`config.mk`:
```
export PLATFORM = sky130hd
export DESIGN_NAME = ram_bist_ctrl
export DESIGN_NICKNAME = d
export VERILOG_FILES = /design/src/rtl/ram_bist_ctrl.sv
export SDC_FILE = /design/constraint.sdc
export NUM_CORES = 1
export LEC_CHECK = 0
export ABC_AREA = 1
export BUFFER_PORTS_ARGS = -buffer_cell sky130_fd_sc_hd__buf_2
export CAP_MARGIN = 20
export CORE_MARGIN = 5
export CORE_UTILIZATION = 45
export DETAILED_ROUTE_END_ITERATION = 10
export GPL_TIMING_DRIVEN = 1
export PLACE_DENSITY = 0.66
export SLEW_MARGIN = 20
export SYNTH_ARGS = -nofsm -noshare
export SYNTH_HDL_FRONTEND = slang
export SYNTH_SLANG_ARGS = --single-unit
```
`constraint.sdc`:
```
create_clock -name clk -period 2.7 [get_ports clk]
set_input_delay 0 -clock clk [delete_from_list [all_inputs] [get_ports clk]]
set_output_delay 0 -clock clk [all_outputs]
set_load 0.005 [all_outputs]
```
`src/rtl/ram_bist_ctrl.sv`:
```
// ram_bist_ctrl: march-style write-then-read self test for a single-port RAM.
// Writes exp(a) = a + seed to every word, reads every word back through a
// one-stage compare pipeline and reports pass / error count / first fail.
// Optional build macro: RAM_BIST_INVERT_PASS_EN adds a second pass that uses
// the bitwise-inverted pattern, accumulating into the same error results.
module ram_bist_ctrl #(
  parameter int DWIDTH = 8,
  parameter int DEPTH  = 256,
  parameter int AWIDTH = 8
) (
  input  logic              clk,
  input  logic              rst_n,
  input  logic              start,
  input  logic [DWIDTH-1:0] seed,
  output logic              busy,
  output logic              done,
  output logic              pass,
  output logic [15:0]       err_cnt,
  output logic [AWIDTH-1:0] fail_addr,
  output logic              ram_wr_en,
  output logic [AWIDTH-1:0] ram_addr,
  output logic [DWIDTH-1:0] ram_wr_data,
  input  logic [DWIDTH-1:0] ram_rd_data
);

  typedef enum logic [2:0] {
    ST_IDLE  = 3'd0,
    ST_WRITE = 3'd1,
    ST_READ  = 3'd2,
    ST_DRAIN = 3'd3,
    ST_DONE  = 3'd4
  } state_t;

  localparam logic [AWIDTH-1:0] CNT_LAST = AWIDTH'(DEPTH - 1);

  // Test pattern: low DWIDTH bits of the address plus seed, optionally inverted.
  function automatic logic [DWIDTH-1:0] pat_fn(
    input logic [AWIDTH-1:0] a,
    input logic [DWIDTH-1:0] s,
    input logic              inv
  );
    logic [AWIDTH+DWIDTH-1:0] a_ext;
    logic [DWIDTH-1:0]        v;
    a_ext  = {{DWIDTH{1'b0}}, a};
    v      = a_ext[DWIDTH-1:0] + s;
    pat_fn = inv ? ~v : v;
  endfunction

  state_t              state_r, state_nxt;
  logic [AWIDTH-1:0]   cnt_r, cnt_nxt;
  logic [DWIDTH-1:0]   seed_r, seed_nxt;
  logic                accept_s;

  // compare pipeline: address/expected of the word whose read data arrives next cycle
  logic                pv_r, pv_nxt;
  logic [AWIDTH-1:0]   pa_r, pa_nxt;
  logic [DWIDTH-1:0]   pe_r, pe_nxt;
  logic                mismatch_s;

  logic [15:0]         err_cnt_r, err_cnt_nxt;
  logic [AWIDTH-1:0]   fail_addr_r, fail_addr_nxt;
  logic                first_fail_r, first_fail_nxt;
  logic                pass_r, pass_nxt;

  logic                busy_r, busy_nxt;
  logic                done_r, done_nxt;
  logic                wr_en_r, wr_en_nxt;
  logic [AWIDTH-1:0]   addr_r, addr_nxt;
  logic [DWIDTH-1:0]   wdata_r, wdata_nxt;

  logic                pidx_s, pidx_nxt_s;

`ifdef RAM_BIST_INVERT_PASS_EN
  logic                pidx_r;

  // Pass-index register: 0 = true pattern, 1 = inverted pattern.
  always_ff @(posedge clk or negedge rst_n) begin
    if (!rst_n) begin
      pidx_r <= 1'b0;
    end else begin
      pidx_r <= pidx_nxt_s;
    end
  end

  assign pidx_s = pidx_r;
`else
  assign pidx_s     = 1'b0;
  assign pidx_nxt_s = 1'b0;
`endif

  // Next-state, address counter, seed latch and pass sequencing.
  always_comb begin
    state_nxt  = state_r;
    cnt_nxt    = cnt_r;
    seed_nxt   = seed_r;
    accept_s   = 1'b0;
`ifdef RAM_BIST_INVERT_PASS_EN
    pidx_nxt_s = pidx_r;
`endif
    case (state_r)
      ST_IDLE: begin
        if (start) begin
          accept_s   = 1'b1;
          seed_nxt   = seed;
          cnt_nxt    = '0;
          state_nxt  = ST_WRITE;
`ifdef RAM_BIST_INVERT_PASS_EN
          pidx_nxt_s = 1'b0;
`endif
        end else begin
          state_nxt = ST_IDLE;
        end
      end
      ST_WRITE: begin
        if (cnt_r == CNT_LAST) begin
          cnt_nxt   = '0;
          state_nxt = ST_READ;
        end else begin
          cnt_nxt   = cnt_r + AWIDTH'(1);
        end
      end
      ST_READ: begin
        if (cnt_r == CNT_LAST) begin
          cnt_nxt   = '0;
          state_nxt = ST_DRAIN;
        end else begin
          cnt_nxt   = cnt_r + AWIDTH'(1);
        end
      end
      ST_DRAIN: begin
`ifdef RAM_BIST_INVERT_PASS_EN
        if (!pidx_r) begin
          pidx_nxt_s = 1'b1;
          cnt_nxt    = '0;
          state_nxt  = ST_WRITE;
        end else begin
          state_nxt  = ST_DONE;
        end
`else
        state_nxt = ST_DONE;
`endif
      end
      ST_DONE: begin
        state_nxt = ST_IDLE;
      end
      default: begin
        state_nxt = ST_IDLE;
        cnt_nxt   = '0;
      end
    endcase
  end

  // Compare stage and result bookkeeping (error count, first fail, pass flag).
  always_comb begin
    pv_nxt         = 1'b0;
    pa_nxt         = '0;
    pe_nxt         = '0;
    err_cnt_nxt    = err_cnt_r;
    fail_addr_nxt  = fail_addr_r;
    first_fail_nxt = first_fail_r;
    pass_nxt       = pass_r;
    mismatch_s     = pv_r && (ram_rd_data != pe_r);
    if (state_r == ST_READ) begin
      pv_nxt = 1'b1;
      pa_nxt = cnt_r;
      pe_nxt = pat_fn(cnt_r, seed_r, pidx_s);
    end else begin
      pv_nxt = 1'b0;
    end
    if (accept_s) begin
      err_cnt_nxt    = 16'h0000;
      fail_addr_nxt  = '0;
      first_fail_nxt = 1'b0;
      pass_nxt       = 1'b0;
    end else begin
      if (mismatch_s) begin
        if (err_cnt_r != 16'hFFFF) begin
          err_cnt_nxt = err_cnt_r + 16'd1;
        end else begin
          err_cnt_nxt = err_cnt_r;
        end
        if (!first_fail_r) begin
          first_fail_nxt = 1'b1;
          fail_addr_nxt  = pa_r;
        end else begin
          fail_addr_nxt  = fail_addr_r;
        end
      end else begin
        err_cnt_nxt = err_cnt_r;
      end
      // the final compare lands on the same edge that enters DONE
      if (state_nxt == ST_DONE) begin
        pass_nxt = (err_cnt_nxt == 16'h0000);
      end else begin
        pass_nxt = pass_r;
      end
    end
  end

  // Output decode from the next state so the RAM port and flags are flop outputs.
  always_comb begin
    busy_nxt  = 1'b0;
    done_nxt  = 1'b0;
    wr_en_nxt = 1'b0;
    addr_nxt  = '0;
    wdata_nxt = '0;
    case (state_nxt)
      ST_WRITE: begin
        busy_nxt  = 1'b1;
        wr_en_nxt = 1'b1;
        addr_nxt  = cnt_nxt;
        wdata_nxt = pat_fn(cnt_nxt, seed_nxt, pidx_nxt_s);
      end
      ST_READ: begin
        busy_nxt = 1'b1;
        addr_nxt = cnt_nxt;
      end
      ST_DRAIN: begin
        busy_nxt = 1'b1;
      end
      ST_DONE: begin
        done_nxt = 1'b1;
      end
      default: begin
        busy_nxt = 1'b0;
      end
    endcase
  end

  // State, datapath and output registers; reset discards any test in flight.
  always_ff @(posedge clk or negedge rst_n) begin
    if (!rst_n) begin
      state_r      <= ST_IDLE;
      cnt_r        <= '0;
      seed_r       <= '0;
      pv_r         <= 1'b0;
      pa_r         <= '0;
      pe_r         <= '0;
      err_cnt_r    <= 16'h0000;
      fail_addr_r  <= '0;
      first_fail_r <= 1'b0;
      pass_r       <= 1'b0;
      busy_r       <= 1'b0;
      done_r       <= 1'b0;
      wr_en_r      <= 1'b0;
      addr_r       <= '0;
      wdata_r      <= '0;
    end else begin
      state_r      <= state_nxt;
      cnt_r        <= cnt_nxt;
      seed_r       <= seed_nxt;
      pv_r         <= pv_nxt;
      pa_r         <= pa_nxt;
      pe_r         <= pe_nxt;
      err_cnt_r    <= err_cnt_nxt;
      fail_addr_r  <= fail_addr_nxt;
      first_fail_r <= first_fail_nxt;
      pass_r       <= pass_nxt;
      busy_r       <= busy_nxt;
      done_r       <= done_nxt;
      wr_en_r      <= wr_en_nxt;
      addr_r       <= addr_nxt;
      wdata_r      <= wdata_nxt;
    end
  end

  assign busy        = busy_r;
  assign done        = done_r;
  assign pass        = pass_r;
  assign err_cnt     = err_cnt_r;
  assign fail_addr   = fail_addr_r;
  assign ram_wr_en   = wr_en_r;
  assign ram_addr    = addr_r;
  assign ram_wr_data = wdata_r;

endmodule

```
==> results.yml, run 1 <==
run_status:
  run_status: "finished, final reports clean"
place:
  post-dp-hpwl_um: 8085
  post_place_setup_slack_ns: -0.2229
  gpl.final_weighted_congestion: 0.8895
  portBuffers: 62
  placed_cell_area_um2: 5040
  post-place-cells: 795
global_routing:
  antenna_found_initial: 0
  use_met3: 0.03669
  globalRoute.totalOverflow: 0
  grt_max_degree: 82
  grt.met2_usage: 0.3124
  top_usage_layer: "met2"
  global_route.usage.met1: 0.2467
  first_pass_grt_wire_length_um: 17960
  via_count_of_the_first_global_routing_pass: 3944
  grt.total_usage: 0.1889
timing:
  clock_skew_ns: 0.01645
  worstMarginPinSlew_ns: 0.7108
  peak_clock_frequency_supported_by_timing_mhz: 374.2
  setup_viol: 0
  slew_violations: 0
  relSlewSlack: 0.5261
  min_period_over_period: 0.9899
  finalWorstPathRequiredPeriod_ns: 2.673
  setup_ws_ns: 0.02737
  timing_hold_violations_final: 0
clock_tree:
  cts_made_buffers: 9
  clk-insertion-delay-late_ns: 0.35
  number_of_h_tree_levels: 3
  root_buffer: "sky130_fd_sc_hd__clkbuf_8"
  tritoncts_clock_tree: "built"
  cts_buffer_depth: 2
  clock-sinks: 81
  clkTransAtPathRegs_ns: 0.08
synth:
  synth.yosys.warnings: 0
  postSynthRegisterBits: 81
  netlist_area_before_placement_um2: 4508
  syn_nets: 631
  syn-instance-count: 594
  post_synth_num_cell_types: 35
  synthesis.area_per_instance_um2: 7.589
  fraction_of_the_yosys_area_taken_by_sequential_cells: 0.4496
setup_path:
  criticalPathCategory: "flip-flop to flip-flop"
  worst_ep_required_time_ns: 2.92
  crit_arrival_ns: 2.89
  reg2reg_depth: 16
  critPathMaxStageDelay_ns: 0.37
  r2r_slack_ns: 0.03
  reg2reg_capture_point: "ram_wr_data[6]$_DFF_PN0_"
  critPathSlowestCell: "sky130_fd_sc_hd__fa_2"
  worstPathCellList: "ha_2, nand2_1, nor2_2, nand2_1, nor2_2, nand2_2, nand2_4, a21oi_2, ha_2, fa_2, a31oi_4, nor2_1, o21ai_1, nand2_1, xnor2_1, nor2_1"
  worstSetupStartpointType: "flip-flop"
  critical_path.endpoint_type: "flip-flop"
  crit_top_cell: "sky130_fd_sc_hd__nand2_1"
  r2r_start: "cnt_r[1]$_DFF_PN0_"
  critPathMaxFanout: 6
pwr:
  net-switching-power_uw: 931.4
  clock_power_share: 0.304
  power_per_cell_area_nw_per_um2: 529.9
  worst_ir_drop_vdd_mv: 0.2857
  combinationalPowerShare: 0.223
  swShare: 0.3205
  sequential_cell_fraction_of_total_power: 0.474
  cell_internal_pwr_mw: 1.974
  leakage_nw: 3.029
  power.total_mw: 2.906
die:
  io_pins: 63
  placementRows: 36
  core_area_um2: 9774
  floorplan.die.height_um: 110.1
  dieArea_um2: 12120
  die_w_um: 110.1
  start_util: 0.4612
drt:
  viasPerCell: 5.039
  vias: 4147
  post_route_drc_violation_count: 0
  detail_route.first_pass.iterations: 5
  drt-initial-drc-count: 266
  route.final.wire_length_um: 11050
  antenna_left: 0
  routedWlPerCell_um: 13.43
layout:
  multi_input_area_um2: 2192
  num_antenna_cells: 0
  final_net_count: 722
  fin_cells: 823
  n_fill_cell: 947
  seqCellArea_um2: 2031
  final_std_cell_area_no_fill_um2: 5484
  final_layout_size_suffix_gt1_frac: 0.2275
  area.growth.synth_to_final_pct: 21.65
min_path:
  min_path_type: "primary input to flip-flop"
  hp-start: "start"
  hold-path-endpoint: "cnt_r[7]$_DFF_PN0_"
  min_delay_path_depth: 4
run:
  cap_viol_max_count: 0
==> per-layer routing <==
layer	share of wire	wire [um]	up-vias
li1	-	-	2032
met1	0.42	4634	1951
met2	0.49	5467	139
met3	0.065	714	25
met4	0.021	237	0
met5	0	0	-
==> critical path: cells and delay by family, from the launching register on <==
family / cells / cell delay, ns
adder cells (fa/ha/maj): 3 / 0.77
XOR/XNOR: 1 / 0.15
AO/OA/AOI/OAI: 3 / 0.39
AND/OR/NAND/NOR: 9 / 0.89
flip-flops: 1 / 0.36
==> flip-flops by register name, summed over array words and instances, names as in the netlist <==
register      count
pa_r              8
state_r           3
seed_r            8
first_fail_r      1
done              1
ram_wr_en         1
pe_r              8
busy              1
err_cnt          16
pass              1
ram_addr          8
cnt_r             8
fail_addr         8
pv_r              1
ram_wr_data       8
==> worst max path at each step <==
stage                         start                        to  cells past startpoint
4_1_cts          cnt_r[0]$_DFF_PN0_  ram_wr_data[6]$_DFF_PN0_                     16
3_5_place_dp   state_r[0]$_DFF_PN0_  ram_wr_data[7]$_DFF_PN0_                     13
2_1_floorplan  state_r[0]$_DFF_PN0_  ram_wr_data[7]$_DFF_PN0_                     14
6_report         cnt_r[1]$_DFF_PN0_  ram_wr_data[6]$_DFF_PN0_                     16
5_1_grt          cnt_r[1]$_DFF_PN0_  ram_wr_data[6]$_DFF_PN0_                     16
3_3_place_gp   state_r[0]$_DFF_PN0_  ram_wr_data[7]$_DFF_PN0_                     13
==> synthesized netlist by cell type <==
library cell                instances  area share
sky130_fd_sc_hd__nand3_2            3      0.0067
sky130_fd_sc_hd__and3_1             1      0.0014
sky130_fd_sc_hd__inv_2              9      0.0075
sky130_fd_sc_hd__nand2_2           10       0.014
sky130_fd_sc_hd__or2_1              1      0.0014
sky130_fd_sc_hd__nor2_8             1      0.0044
sky130_fd_sc_hd__nor2_1            69       0.057
sky130_fd_sc_hd__a2111oi_0          1      0.0019
sky130_fd_sc_hd__nor2_2             7      0.0097
sky130_fd_sc_hd__nor3_1            10       0.011
sky130_fd_sc_hd__o21ai_0           22       0.024
sky130_fd_sc_hd__buf_2              2      0.0022
sky130_fd_sc_hd__buf_12             1      0.0044
sky130_fd_sc_hd__fa_1               2      0.0089
sky130_fd_sc_hd__nor3_2             1      0.0022
sky130_fd_sc_hd__xnor2_1            4      0.0078
sky130_fd_sc_hd__xor2_1             4      0.0078
sky130_fd_sc_hd__o21a_1             2      0.0033
sky130_fd_sc_hd__clkbuf_1           2      0.0017
sky130_fd_sc_hd__a21oi_1           26       0.029
sky130_fd_sc_hd__nand4_1            7      0.0097
sky130_fd_sc_hd__nand3_1           36       0.040
sky130_fd_sc_hd__a31oi_1            2      0.0028
sky130_fd_sc_hd__nand2_4            4       0.010
sky130_fd_sc_hd__nor3_4             1      0.0036
sky130_fd_sc_hd__dfrtp_1           81        0.45
sky130_fd_sc_hd__and2_1             2      0.0028
sky130_fd_sc_hd__o22ai_1            3      0.0042
sky130_fd_sc_hd__nor2_4             1      0.0025
sky130_fd_sc_hd__o21ai_2            3      0.0058
sky130_fd_sc_hd__nand2_1          164        0.14
sky130_fd_sc_hd__buf_1              2      0.0017
sky130_fd_sc_hd__o21ai_1            4      0.0044
sky130_fd_sc_hd__inv_1             90       0.075
sky130_fd_sc_hd__ha_1              16       0.044
==> layout make-up <==
class	count	area share
Clock buffer	12	0.02647
Clock inverter	4	0.009354
Inverter	99	0.06776
Multi-Input combinational cell	407	0.3997
Sequential cell	81	0.3703
Tap cell	133	0.03034
Timing Repair Buffer	87	0.09605
==> logic make-up (layout without fill, tap and decap cells) <==
group | count (synthesis) | in the layout | synth area share
compound gates | 63 | 63 | 0.07577
xor+xnor | 8 | 8 | 0.01554
fa+ha+maj | 18 | 18 | 0.05329
buf+inv | 106 | 202 | 0.09242
flops | 81 | 81 | 0.4496
simple gates | 318 | 318 | 0.3134
==> power by group through the flow <==
stage	clock [mW]	sequential, mW	combinational, mW
after floorplan	0	1.38	0.448
after global placement	0	1.39	0.624
final	0.882	1.38	0.647
after detailed placement	0	1.40	0.636
after CTS	0.903	1.37	0.650
after global routing	0.958	1.39	0.759
==> timing repair <==
action                                  in CTS  in global routing
hold buffers                                 9                  0
endpoints found under the setup margin       3                  3
setup buffers                                1                  2
hold endpoints to repair                    89                  0
resized for setup                            7                 26
pin swaps                                    2                  6
==> per-stage QoR <==
step / setup TNS (ns) / utilization / hold slack, ns
6_report: 0 / 0.5611 / 0.1370
5_1_grt: -0.4178 / 0.5611 / 0.1335
4_1_cts: 0 / 0.5476 / 0.07707
3_5_place_dp: -0.2556 / 0.5156 / 0.2346
3_3_place_gp: 0 / 0.5156 / 0.2284
2_1_floorplan: 0 / - / -0.2956
==> placed cells by master, fill, tap and decap left out, types with 2 or more instances in the layout <==
cell type / netlist / layout
sky130_fd_sc_hd__dfrtp_1: 81 / 78
sky130_fd_sc_hd__nor2_4: 1 / 2
sky130_fd_sc_hd__nand3_2: 3 / 3
sky130_fd_sc_hd__nand2_4: 4 / 4
sky130_fd_sc_hd__nand2_1: 164 / 163
sky130_fd_sc_hd__dlygate4sd3_1: 0 / 9
sky130_fd_sc_hd__buf_4: 0 / 16
sky130_fd_sc_hd__inv_2: 9 / 9
sky130_fd_sc_hd__nor3_1: 10 / 7
sky130_fd_sc_hd__dfrtp_2: 0 / 3
sky130_fd_sc_hd__ha_4: 0 / 2
sky130_fd_sc_hd__o21a_1: 2 / 2
sky130_fd_sc_hd__clkbuf_8: 0 / 10
sky130_fd_sc_hd__nand2_2: 10 / 11
sky130_fd_sc_hd__clkbuf_1: 2 / 2
sky130_fd_sc_hd__o21ai_2: 3 / 4
sky130_fd_sc_hd__o21ai_0: 22 / 18
sky130_fd_sc_hd__ha_2: 0 / 2
sky130_fd_sc_hd__buf_2: 2 / 61
sky130_fd_sc_hd__xnor2_1: 4 / 4
sky130_fd_sc_hd__o21ai_1: 4 / 7
sky130_fd_sc_hd__xor2_1: 4 / 4
sky130_fd_sc_hd__inv_1: 90 / 90
sky130_fd_sc_hd__nand3_1: 36 / 36
sky130_fd_sc_hd__a21oi_1: 26 / 24
sky130_fd_sc_hd__nand4_1: 7 / 7
sky130_fd_sc_hd__ha_1: 16 / 12
sky130_fd_sc_hd__o22ai_2: 0 / 2
sky130_fd_sc_hd__a21oi_2: 0 / 2
sky130_fd_sc_hd__nor2_1: 69 / 64
sky130_fd_sc_hd__nor2_2: 7 / 11
sky130_fd_sc_hd__nor3_2: 1 / 4
No activity file was read; power rests on OpenSTA's default activity.
==> run 2, diff against run 1 <==
==> constraint.sdc (replaced) <==
create_clock -name clk -period 2.7 [get_ports clk]
set_input_delay 0.135 -clock clk [delete_from_list [all_inputs] [get_ports clk]]
set_output_delay 0.135 -clock clk [all_outputs]
set_load 0.005 [all_outputs]
==> run 2 against run 1 <==
First-iteration DRC count grew 7.9%. Count of clock-buffer cells in the layout is the same. Clock skew shrank 0.0020 ns. Cell count shrank 0.85%.
==> results.yml, run 2 (synthesized netlist as in run 1, its figures left out) <==
drt:
  viasPerCell: 5.033
  route.final.wire_length_um: 11060
  vias: 4107
  drt-initial-drc-count: 287
  antenna_left: 0
  post_route_drc_violation_count: 0
  routedWlPerCell_um: 13.56
  detail_route.first_pass.iterations: 4
timing:
  setup_ws_ns: 0.03810
  slew_violations: 0
  min_period_over_period: 0.9859
  worstMarginPinSlew_ns: 0.7145
  relSlewSlack: 0.5237
  hold_slack_ns: 0.02813
  clock_skew_ns: 0.01446
  peak_clock_frequency_supported_by_timing_mhz: 375.7
  finalWorstPathRequiredPeriod_ns: 2.662
  timing_hold_violations_final: 0
  setup_viol: 0
layout:
  largest_reg_flops: 16
  num_antenna_cells: 0
  final_layout_size_suffix_gt1_frac: 0.2299
  mostFrequentLayoutCells: "sky130_fd_sc_hd__nand2_1 (163), sky130_fd_sc_hd__inv_1 (90), sky130_fd_sc_hd__dfrtp_1 (78)"
  final_net_count: 715
  leading_cell_type_in_the_layout_fill_and_taps_excluded: "sky130_fd_sc_hd__nand2_1"
  area.growth.synth_to_final_pct: 20.09
pwr:
  power_per_cell_area_nw_per_um2: 534.5
  power.total_mw: 2.894
  leakage_nw: 3.000
  worst_ir_drop_vdd_mv: 0.2857
run_status:
  run_status: "finished, final reports clean"
setup_path:
  criticalPathCategory: "flip-flop to flip-flop"
  cp.buffers_inverters: 0
  critPathSlowestCell: "sky130_fd_sc_hd__fa_2"
  cp-startpoint: "cnt_r[1]$_DFF_PN0_"
  crit_arrival_ns: 2.88
  critical_path.endpoint_type: "flip-flop"
  critPathMaxStageDelay_ns: 0.37
  r2r_start: "cnt_r[1]$_DFF_PN0_"
  critPathTopFamily: "simple AND/OR/NAND/NOR gates"
  worstPathCellList: "ha_2, nand2_1, nor2_2, nand2_1, nor2_2, nand2_2, nand2_4, a21oi_2, ha_2, fa_2, a31oi_4, nor2_1, o21ai_1, nand2_1, xnor2_1, nor2_1"
  crit_top_cell: "sky130_fd_sc_hd__nand2_1"
  worstSetupStartpointType: "flip-flop"
  critPathMaxFanout: 6
  worst_ep_required_time_ns: 2.92
die:
  floorplan.die.height_um: 110.1
  die_w_um: 110.1
  start_util: 0.4612
  io_pins: 63
  placementRows: 36
  core_area_um2: 9774
  dieArea_um2: 12120
clock_tree:
  cts_buffer_depth: 2
  number_of_h_tree_levels: 3
  clk-insertion-delay-late_ns: 0.35
  cts_made_buffers: 9
  clkTransAtPathRegs_ns: 0.08
  root_buffer: "sky130_fd_sc_hd__clkbuf_8"
  clock-sinks: 81
  tritoncts_clock_tree: "built"
global_routing:
  grt.total_usage: 0.1882
  first_pass_grt_wire_length_um: 17870
  globalRoute.totalOverflow: 0
  via_count_of_the_first_global_routing_pass: 3908
  grt_max_degree: 82
  antenna_found_initial: 0
min_path:
  min_path_type: "primary input to flip-flop"
  hp-start: "seed[7]"
place:
  portBuffers: 62
  post_place_setup_slack_ns: -0.2229
  post-dp-hpwl_um: 8085
  gpl.final_weighted_congestion: 0.8895
run:
  cap_viol_max_count: 0
==> run 2: final cells by class <==
type	count	area, um2
Tap cell	133	166.4
Fill cell	954	4360
Multi-Input combinational cell	407	2192
Inverter	99	371.6
Timing Repair Buffer	80	456.7
Sequential cell	81	2031
Clock inverter	4	51.30
Clock buffer	12	145.1
==> run 2: stage by stage <==
stage	instances	cell area [um2]	setup TNS (ns)	utilization
after floorplan	594	4508	0	-
after global placement	795	5040	0	0.5156
after detailed placement	795	5040	-0.2556	0.5156
after CTS	814	5283	0	0.5405
after global routing	816	5414	-0.4178	0.5539
final	816	5414	0	0.5539
==> run 2: where the power goes <==
group	internal, mW	switching [mW]
registers	1.28	0.101
clock network	0.455	0.423
logic	0.237	0.401
==> run 2: repair_timing <==
item,in CTS,in global routing
endpoints found under the hold margin,75,0
endpoints found under the setup margin,3,3
setup buffers,1,2
hold buffers,2,0
gates resized for setup,7,26
pin swaps,2,6
==> run 2: tightest hold or removal path: stages <==
cell                      delay [ns]
sky130_fd_sc_hd__buf_2          0.07
sky130_fd_sc_hd__nand2_1        0.04
sky130_fd_sc_hd__nand2_1        0.08
==> run 2: path summary, 6_finish.rpt <==
path	depth (start not counted)	to	slack [ns]
max	16	ram_wr_data[6]$_DFF_PN0_	0.04
min	3	seed_r[7]$_DFF_PN0_	0.03
max reg2reg	16	ram_wr_data[6]$_DFF_PN0_	0.04
min reg2reg	2	fail_addr[6]$_DFFE_PN0P_	0.49
max in group asynchronous	2	state_r[2]$_DFF_PN0_	1.79
min in group asynchronous	2	ram_wr_data[2]$_DFF_PN0_	0.37
==> run 2: layer usage <==
layer,up-vias,track usage,share of wire
li1,2019,-,-
met2,120,0.3098,0.50
met4,0,0.06948,0.020
met1,1947,0.2460,0.42
met5,-,0,0
met3,21,0.03786,0.060
==> run 3, diff against run 2 <==
REMOVE_ABC_BUFFERS = 1   (was default)
==> run 3 against run 2 <==
Cell count grew 1.3%. Critical path depth is 1 lower. Count of clock-buffer cells in the layout decreased by 3. Design area grew 4.2%. Die area stayed put. Combinational power up 3%. Sequential power hardly changed. Non-clock buffer count is 11 higher. Core utilization grew 2.3 points. Worst setup slack better by 0.018 ns. Register-to-register slack gained 0.02 ns. Sequential share of layout area fell by 1.5 points. Largest power group unchanged.
==> results.yml, run 3 (synthesized netlist as in run 1, its figures left out) <==
drt:
  post_route_drc_violation_count: 0
  detail_route.first_pass.iterations: 4
  met1_length_um: 4924
  met2WireLength_um: 5588
  antenna_left: 0
  route.final.wire_length_um: 11360
  routedWlPerCell_um: 13.74
  met3WireLength_um: 555
  vias: 4076
  drt-initial-drc-count: 185
  top_layer: "met4"
  viasPerCell: 4.929
die:
  core_area_um2: 9774
  dieArea_um2: 12120
  io_pins: 63
  floorplan.die.height_um: 110.1
  placementRows: 36
  die_w_um: 110.1
  start_util: 0.4612
setup_path:
  critPathMaxStageDelay_ns: 0.44
  critPathSlowestCell: "sky130_fd_sc_hd__dfrtp_1"
  critPathTopFamily: "compound AO/OA/AOI/OAI gates"
  worstPathCellList: "inv_2, nor3_4, a21oi_2, o21ai_2, buf_4, o22ai_2, a21oi_1, ha_2, fa_2, a31oi_4, nor2_2, o21ai_1, nand2_1, xnor2_2, nor2_1"
  critical_path.endpoint_type: "flip-flop"
  worst_ep_required_time_ns: 2.94
  critPathMaxFanout: 3
  crit_arrival_ns: 2.89
  worstSetupStartpointType: "flip-flop"
  criticalPathCategory: "flip-flop to flip-flop"
  cp-startpoint: "state_r[1]$_DFF_PN0_"
  r2r_start: "state_r[1]$_DFF_PN0_"
  cp.buffers_inverters: 2
timing:
  relSlewSlack: 0.5027
  totalNegativeSetupSlack_ns: 0
  grt_setup_unrepaired: "yes"
  clock_skew_ns: 0.01216
  slew_violations: 0
  timing_hold_violations_final: 0
  min_period_over_period: 0.9794
  setup_viol: 0
  worstMarginPinSlew_ns: 0.7460
  hold_slack_ns: 0.02480
  finalWorstPathRequiredPeriod_ns: 2.644
  peak_clock_frequency_supported_by_timing_mhz: 378.2
layout:
  area.growth.synth_to_final_pct: 25.15
  fin_cells: 827
  leading_cell_type_in_the_layout_fill_and_taps_excluded: "sky130_fd_sc_hd__nand2_1"
  final_layout_size_suffix_gt1_frac: 0.2507
  layout.core_utilization: 0.5772
  mostFrequentLayoutCells: "sky130_fd_sc_hd__nand2_1 (160), sky130_fd_sc_hd__inv_1 (88), sky130_fd_sc_hd__dfrtp_1 (79)"
  num_antenna_cells: 0
  largest_reg_flops: 16
  final_net_count: 726
run:
  cap_viol_max_count: 0
clock_tree:
  clk-insertion-delay-late_ns: 0.36
  clkTransAtPathRegs_ns: 0.08
  number_of_h_tree_levels: 3
  tritoncts_clock_tree: "built"
  cts_made_buffers: 9
  cts_buffer_depth: 2
  clock-sinks: 81
  root_buffer: "sky130_fd_sc_hd__clkbuf_8"
global_routing:
  via_count_of_the_first_global_routing_pass: 4059
  grt.total_usage: 0.1990
  globalRoute.totalOverflow: 0
  first_pass_grt_wire_length_um: 18790
  grt_max_degree: 82
  antenna_found_initial: 0
place:
  post-place-cells: 794
  gpl.final_weighted_congestion: 0.8737
  post-dp-hpwl_um: 8070
  portBuffers: 62
pwr:
  leakage_nw: 3.062
  combinationalPowerShare: 0.218
  cell_internal_pwr_mw: 2.035
  swShare: 0.3236
  net-switching-power_uw: 973.5
  clock_power_share: 0.325
  worst_ir_drop_vdd_mv: 0.3095
  sequential_cell_fraction_of_total_power: 0.457
  power_per_cell_area_nw_per_um2: 533.2
min_path:
  min_path_type: "primary input to flip-flop"
  hp-start: "seed[7]"
run_status:
  run_status: "finished, final reports clean"
## run 3: changes by cell type in the layout (fill, tap and decap cells not counted), sizes merged
cell / change
clkinvlp: +3
bufinv: +1
inv: -1
clkbuf: -3
buf: +6
dlygate4sd3: +5
## run 3: cell type report
class / count / area, um2
Clock buffer: 9 / 123.9
Clock inverter: 7 / 95.09
Fill cell: 912 / 4133
Inverter: 99 / 374.1
Multi-Input combinational cell: 407 / 2297
Sequential cell: 81 / 2029
Tap cell: 133 / 166.4
Timing Repair Buffer: 91 / 555.5
## run 3: power by group through the flow
stage	Combinational, mW	Sequential (mW)	Clock [mW]
2_1_floorplan	0.447	1.38	0
3_3_place_gp	0.624	1.39	0
3_5_place_dp	0.646	1.39	0
4_1_cts	0.657	1.37	0.999
5_1_grt	0.763	1.39	1.05
6_report	0.656	1.37	0.978
## run 3: per-stage QoR
step | instance area (um2) | worst slack [ns] | total power, mW
after global placement | 5032 | 0.04094 | 2.017
after global routing | 5642 | -0.1414 | 3.200
after detailed placement | 5032 | -0.07239 | 2.041
final | 5642 | 0.05566 | 3.008
after floorplan | 4463 | 0.05418 | 1.829
after CTS | 5389 | 0.01096 | 3.026
## run 3: worst reg2reg max path, cell delays in order, from the launching register on
cell                      delay, ns
sky130_fd_sc_hd__dfrtp_1       0.44
sky130_fd_sc_hd__inv_2         0.13
sky130_fd_sc_hd__nor3_4        0.05
sky130_fd_sc_hd__a21oi_2       0.15
sky130_fd_sc_hd__o21ai_2       0.09
sky130_fd_sc_hd__buf_4         0.14
sky130_fd_sc_hd__o22ai_2       0.14
sky130_fd_sc_hd__a21oi_1       0.10
sky130_fd_sc_hd__ha_2          0.23
sky130_fd_sc_hd__fa_2          0.37
sky130_fd_sc_hd__a31oi_4       0.21
sky130_fd_sc_hd__nor2_2        0.06
sky130_fd_sc_hd__o21ai_1       0.11
sky130_fd_sc_hd__nand2_1       0.10
sky130_fd_sc_hd__xnor2_2       0.16
sky130_fd_sc_hd__nor2_1        0.05
## run 3: metal layers
layer | global-route usage | up-vias
li1 | - | 2044
met1 | 0.2540 | 1905
met2 | 0.3349 | 104
met3 | 0.03902 | 23
met4 | 0.07476 | 0
met5 | 0 | -
## run 3: path summary, 6_finish.rpt
path,depth (start not counted),endpoint,slack (ns)
setup / recovery,15,ram_wr_data[6]$_DFF_PN0_,0.06
hold / removal,3,seed_r[7]$_DFF_PN0_,0.02
setup reg to reg,15,ram_wr_data[6]$_DFF_PN0_,0.06
hold reg to reg,2,fail_addr[5]$_DFFE_PN0P_,0.49
max in group asynchronous,2,state_r[0]$_DFF_PN0_,1.75
min in group asynchronous,2,fail_addr[1]$_DFFE_PN0P_,0.39
## run 3: timing repair
item | in CTS | in global routing
endpoints found under the hold margin | 32 | 0
pin swaps | 8 | 20
resized for setup | 10 | 46
hold buffers | 7 | 0
setup buffers | 4 | 6
setup endpoints to repair | 2 | 3
